===== config.mk =====
export PLATFORM = sky130hd
export DESIGN_NAME = carregador_operandos_16bit
export DESIGN_NICKNAME = d
export VERILOG_FILES = /design/src/rtl/pkg_ula.sv /design/src/rtl/contador_pares_8bit.sv /design/src/rtl/carregador_operandos_16bit.sv
export SDC_FILE = /design/constraint.sdc
export NUM_CORES = 1
export LEC_CHECK = 0
export ABC_AREA = 1
export BUFFER_PORTS_ARGS = -buffer_cell sky130_fd_sc_hd__buf_2
export CORE_UTILIZATION = 50
export DETAILED_ROUTE_END_ITERATION = 6
export PLACE_DENSITY = 0.75
export SLEW_MARGIN = 30
export SYNTH_ARGS = -nofsm -noshare
export SYNTH_HDL_FRONTEND = slang
export SYNTH_HIERARCHICAL = 1
export SYNTH_SLANG_ARGS = --single-unit

===== constraint.sdc =====
create_clock -name clk -period 1.5 [get_ports clk]
set_input_delay 0.225 -clock clk [delete_from_list [all_inputs] [get_ports clk]]
set_output_delay 0.225 -clock clk [all_outputs]
set_load 0.1 [all_outputs]

===== src/rtl/pkg_ula.sv =====
// Shared types and widths for the 16-bit logic unit operand path.
package pkg_ula;
  localparam int LARGURA_PALAVRA = 16;
  localparam int LARGURA_BYTE    = 8;

  typedef enum logic [2:0] {
    LE_A0 = 3'd0,
    LE_A1 = 3'd1,
    LE_B0 = 3'd2,
    LE_B1 = 3'd3,
    CHEIO = 3'd4
  } estado_t;
endpackage


===== src/rtl/contador_pares_8bit.sv =====
// Wrapping count of operand pairs consumed downstream.
module contador_pares_8bit #(
  parameter int LARGURA = 8
) (
  input  logic               clk,
  input  logic               rst_n,
  input  logic               hab,
  input  logic               limpar,
  output logic [LARGURA-1:0] cont
);
  always_ff @(posedge clk or negedge rst_n) begin
    if (!rst_n)      cont <= '0;
    else if (limpar) cont <= '0;
    else if (hab)    cont <= cont + 1'b1;
  end
endmodule


===== src/rtl/carregador_operandos_16bit.sv =====
// Collects four bytes into a stable A/B operand pair and hands it downstream.
module carregador_operandos_16bit
  import pkg_ula::*;
#(
  parameter bit ORDEM_MSB_PRIMEIRO = 1'b0
) (
  input  logic                       clk,
  input  logic                       rst_n,
  input  logic                       limpar,
  input  logic [LARGURA_BYTE-1:0]    dado_in,
  input  logic                       dado_in_valido,
  output logic                       dado_in_pronto,
  output logic [LARGURA_PALAVRA-1:0] a,
  output logic [LARGURA_PALAVRA-1:0] b,
  output logic                       operandos_validos,
  input  logic                       operandos_aceitos,
  output logic [7:0]                 cont_pares,
  output logic                       erro_sobrecarga
);
  estado_t                    estado;
  logic [LARGURA_PALAVRA-1:0] sombra_a;
  logic [LARGURA_BYTE-1:0]    sombra_b;
  logic [LARGURA_PALAVRA-1:0] par_b;
  logic                       transf;
  logic                       hab_cont;

  assign dado_in_pronto    = (estado != CHEIO);
  assign operandos_validos = (estado == CHEIO);
  assign transf            = dado_in_valido && dado_in_pronto;
  assign hab_cont          = operandos_validos && operandos_aceitos && !limpar;

  // The 4th byte goes straight into B so the pair lands on the CHEIO edge.
  assign par_b = ORDEM_MSB_PRIMEIRO ? {sombra_b, dado_in} : {dado_in, sombra_b};

  always_ff @(posedge clk or negedge rst_n) begin
    if (!rst_n) begin
      estado          <= LE_A0;
      sombra_a        <= '0;
      sombra_b        <= '0;
      a               <= '0;
      b               <= '0;
      erro_sobrecarga <= 1'b0;
    end else if (limpar) begin
      estado          <= LE_A0;
      sombra_a        <= '0;
      sombra_b        <= '0;
      a               <= '0;
      b               <= '0;
      erro_sobrecarga <= 1'b0;
    end else begin
      case (estado)
        LE_A0: if (transf) begin
          if (ORDEM_MSB_PRIMEIRO) sombra_a[15:8] <= dado_in;
          else                    sombra_a[7:0]  <= dado_in;
          estado <= LE_A1;
        end
        LE_A1: if (transf) begin
          if (ORDEM_MSB_PRIMEIRO) sombra_a[7:0]  <= dado_in;
          else                    sombra_a[15:8] <= dado_in;
          estado <= LE_B0;
        end
        LE_B0: if (transf) begin
          sombra_b <= dado_in;
          estado   <= LE_B1;
        end
        LE_B1: if (transf) begin
          a      <= sombra_a;
          b      <= par_b;
          estado <= CHEIO;
        end
        CHEIO: begin
          if (dado_in_valido)    erro_sobrecarga <= 1'b1;
          if (operandos_aceitos) estado          <= LE_A0;
        end
        default: estado <= LE_A0;
      endcase
    end
  end

  contador_pares_8bit #(.LARGURA(8)) u_cont (
    .clk    (clk),
    .rst_n  (rst_n),
    .hab    (hab_cont),
    .limpar (limpar),
    .cont   (cont_pares)
  );
endmodule


==> impl_metrics.py <==
metrics = {
    "critical_path": {
        "cp-end-kind": "output port",
        "path_max_fanout": 2,
        "r2r_slack_ns": 0.02,
        "cp-startpoint": "estado[1]",
        "crit_end": "operandos_validos",
        "cp.depth": 5,
        "rr_endpoint": "u_cont/cont[6]",
        "rr_startpoint": "estado[1]",
        "cpPeakStageDelay_ns": 0.41,
        "worstPathArrival_ns": 1.32,
        "critPathKind": "register to output port",
        "required_ns": 1.27,
        "r2r.worst_path.cells": 9,
        "cp_top_family": "flip-flops",
        "cp-start-kind": "register",
        "cp_cell_sequence": "nor2_4 -> buf_6 -> nand2_4 -> clkinvlp_4 -> buf_12",
        "critPathBufInv": 3,
        "slowest_stage": "dfrtp_1",
    },
    "die": {
        "die-area_um2": 6863,
        "start_util_pct": 51.76,
        "row_count": 29,
        "core_um2": 6314,
        "ioPinCount": 56,
        "die_h_um": 82.85,
        "dieWidth_um": 82.85,
    },
    "detailed_routing": {
        "drtAntennaViolNets": 0,
        "vias": 2919,
        "dr.first_iter.drc_count": 295,
        "firstDrtPassIters": 5,
        "routed_wl_um": 7680,
        "route.detailed.drc": 0,
        "wl_per_cell_um": 14.01,
        "viasPerCell": 5.327,
    },
    "cells_and_area": {
        "regArea_um2": 1709,
        "drive_above_1_share_pct": 24.84,
        "nets": 480,
        "n_antenna_cell": 0,
        "area_growth_pct": 22.97,
        "postLayoutCoreUtil_pct": 63.65,
        "fillCellCount": 564,
        "multi_input_area_um2": 1285,
    },
    "synthesis": {
        "synthDominantCellAreaShare_pct": 52.07,
        "synth_seq_cells": 68,
        "ys_top_cells_by_area": "dfrtp_1 52%, nand2_1 15%, nand4_1 11%",
        "synth_cells": 401,
        "yosysMostFrequentCell": "nand2_1",
        "syn-num-nets": 415,
        "synth.distinct_cells": 21,
        "avgSynthCellArea_um2": 8.150,
        "yosys_most_used_dff": "dfrtp_1",
        "synth_top_cell_by_area": "dfrtp_1",
        "ys_seq_area_share_pct": 52.07,
        "yosys-top-cells-count": "130 x nand2_1, 68 x dfrtp_1, 56 x nand4_1",
        "synth_edf_count": 0,
        "syn_area_um2": 3268,
        "synthArstFlopShare_pct": 100.0,
        "yosysWarnings": 6,
    },
    "place": {
        "port-buffer-count": 55,
        "post-place-ws_ns": 0.05603,
        "hpwl_um": 4897,
        "place.gp.congestion": 0.8886,
    },
    "hold_path": {
        "hold_class": "primary input to register",
    },
    "timing": {
        "drv_slew": 0,
        "min_period_ns": 1.545,
        "setup_ws_ns": -0.04534,
        "finalCritPeriodShare_pct": 103.0,
        "hold_viol": 0,
        "slew_headroom_pct": 64.06,
        "fmax_mhz": 647.1,
        "fin_skew_ns": 0.008096,
        "hold_ws_ns": 0.1773,
        "finalSetupTns_ns": -0.04534,
        "setup_viol": 1,
        "worst_pin_slew_ns": 0.5391,
        "rsz0062_at_grt": "true",
    },
    "global_routing": {
        "grt_overflow": 0,
        "grt_pass1_wl_um": 12520,
        "antenna_found_initial": 0,
        "grt_max_degree": 51,
        "first_global_vias": 2621,
        "grt_use_total_pct": 22.83,
    },
    "status": {
        "status": "complete, but fails checks",
        "violations": "setup timing",
    },
    "clock_network": {
        "clock_latency_ns": 0.35,
        "clock-sinks": 68,
        "numCtsBuffers": 9,
        "htreeDepth": 3,
        "clockBufferDepth": 2,
        "cts_tree": "yes",
        "cts.clk_slew.worst_paths_ns": 0.07,
        "clockRootBuffer": "clkbuf_8",
    },
    "flow_run": {
        "cap_violations": 0,
    },
    "power": {
        "power_mw": 5.024,
        "leakage_nw": 2.205,
        "ir_drop_mv": 0.7196,
        "p_per_area_nw_per_um2": 1250,
    },
}
cell usage in the layout, fill, tap and decap left out, drive strengths merged:
cell and n:
nand2 135, buf 74, dfrtp 68, nand4 56, inv 46, nor2 38, nand3 15, o21ai 14
clkbuf 14, a21oi 3, clkinv 3, clkinvlp 1, bufinv 1, dlygate4sd3 1, nand3b 1, ha 1
kinds of logic (layout without fill, tap and decap cells):
group                    after synthesis  count (layout)  share of synthesized area, %
AND/OR/NAND/NOR                      245             245                         35.03
buffers and inverters                 70             140                         9.915
flip-flops                            68              68                         52.07
AO/OA/AOI/OAI                         17              17                         2.603
adder cells (fa/ha/maj)                1               1                        0.3828
how the worst min path moves through the flow:
stage / slack [ns] / endpoint / from / cells past startpoint
floorplan: -0.07 / a[0] / rst_n / 0
global placement: 0.24 / a[13] / rst_n / 1
detailed placement: 0.24 / a[12] / rst_n / 1
CTS: 0.17 / sombra_a[1] / dado_in[1] / 3
global route: 0.18 / sombra_a[1] / dado_in[1] / 3
finish: 0.18 / sombra_a[1] / dado_in[1] / 3
where the power goes:
| group | total (mW) | internal [mW] | leakage [nW] | switching, mW |
|---|---|---|---|---|
| clock | 1.51 | 0.812 | 0.100 | 0.698 |
| combinational | 1.41 | 0.290 | 1.20 | 1.12 |
| sequential | 2.11 | 2.01 | 0.903 | 0.0975 |
registers in the layout (all words and copies together), names as in the netlist:
register and flops:
a 16, b 16, erro_sobrecarga 1, estado 3, sombra_a 16, sombra_b 8
u_cont/cont 8
worst register-to-register path: cells and delay by family, from the launching register on:
kind,cells,cell delay (ns)
buffers and inverters,1,0.13
flip-flops,1,0.41
AND/OR/NAND/NOR,8,0.83
final cells by class:
class,instances,share of cell area [%]
flip-flops and latches,68,42.53
multi-input cells,263,31.97
repair buffers,77,13.73
inverters,47,4.545
clock buffers,12,3.611
well taps,77,2.397
clock inverters,4,1.214
through the flow:
stage | area (µm²) | cells
floorplan | 3308 | 401
global placement | 3709 | 525
detailed placement | 3709 | 525
CTS | 3939 | 544
global route | 4019 | 548
finish | 4019 | 548
routing by layer:
metal  track usage (%)  share of wire (%)
met5                 0                  0
met4             10.82                1.6
met1             32.24                 45
met3             4.274                6.3
met2             34.20                 47
what timing repair did:
item | CTS | global route
buffers inserted | 2 | 3
pin swaps | 1 | 1
gates resized for setup | 3 | 6
cloned | 0 | 1
setup endpoints to repair | 3 | 55
hold buffers | 1 | 0
endpoints found under the hold margin | 19 | 0
Note: power is estimated with default switching activity, not from simulation.
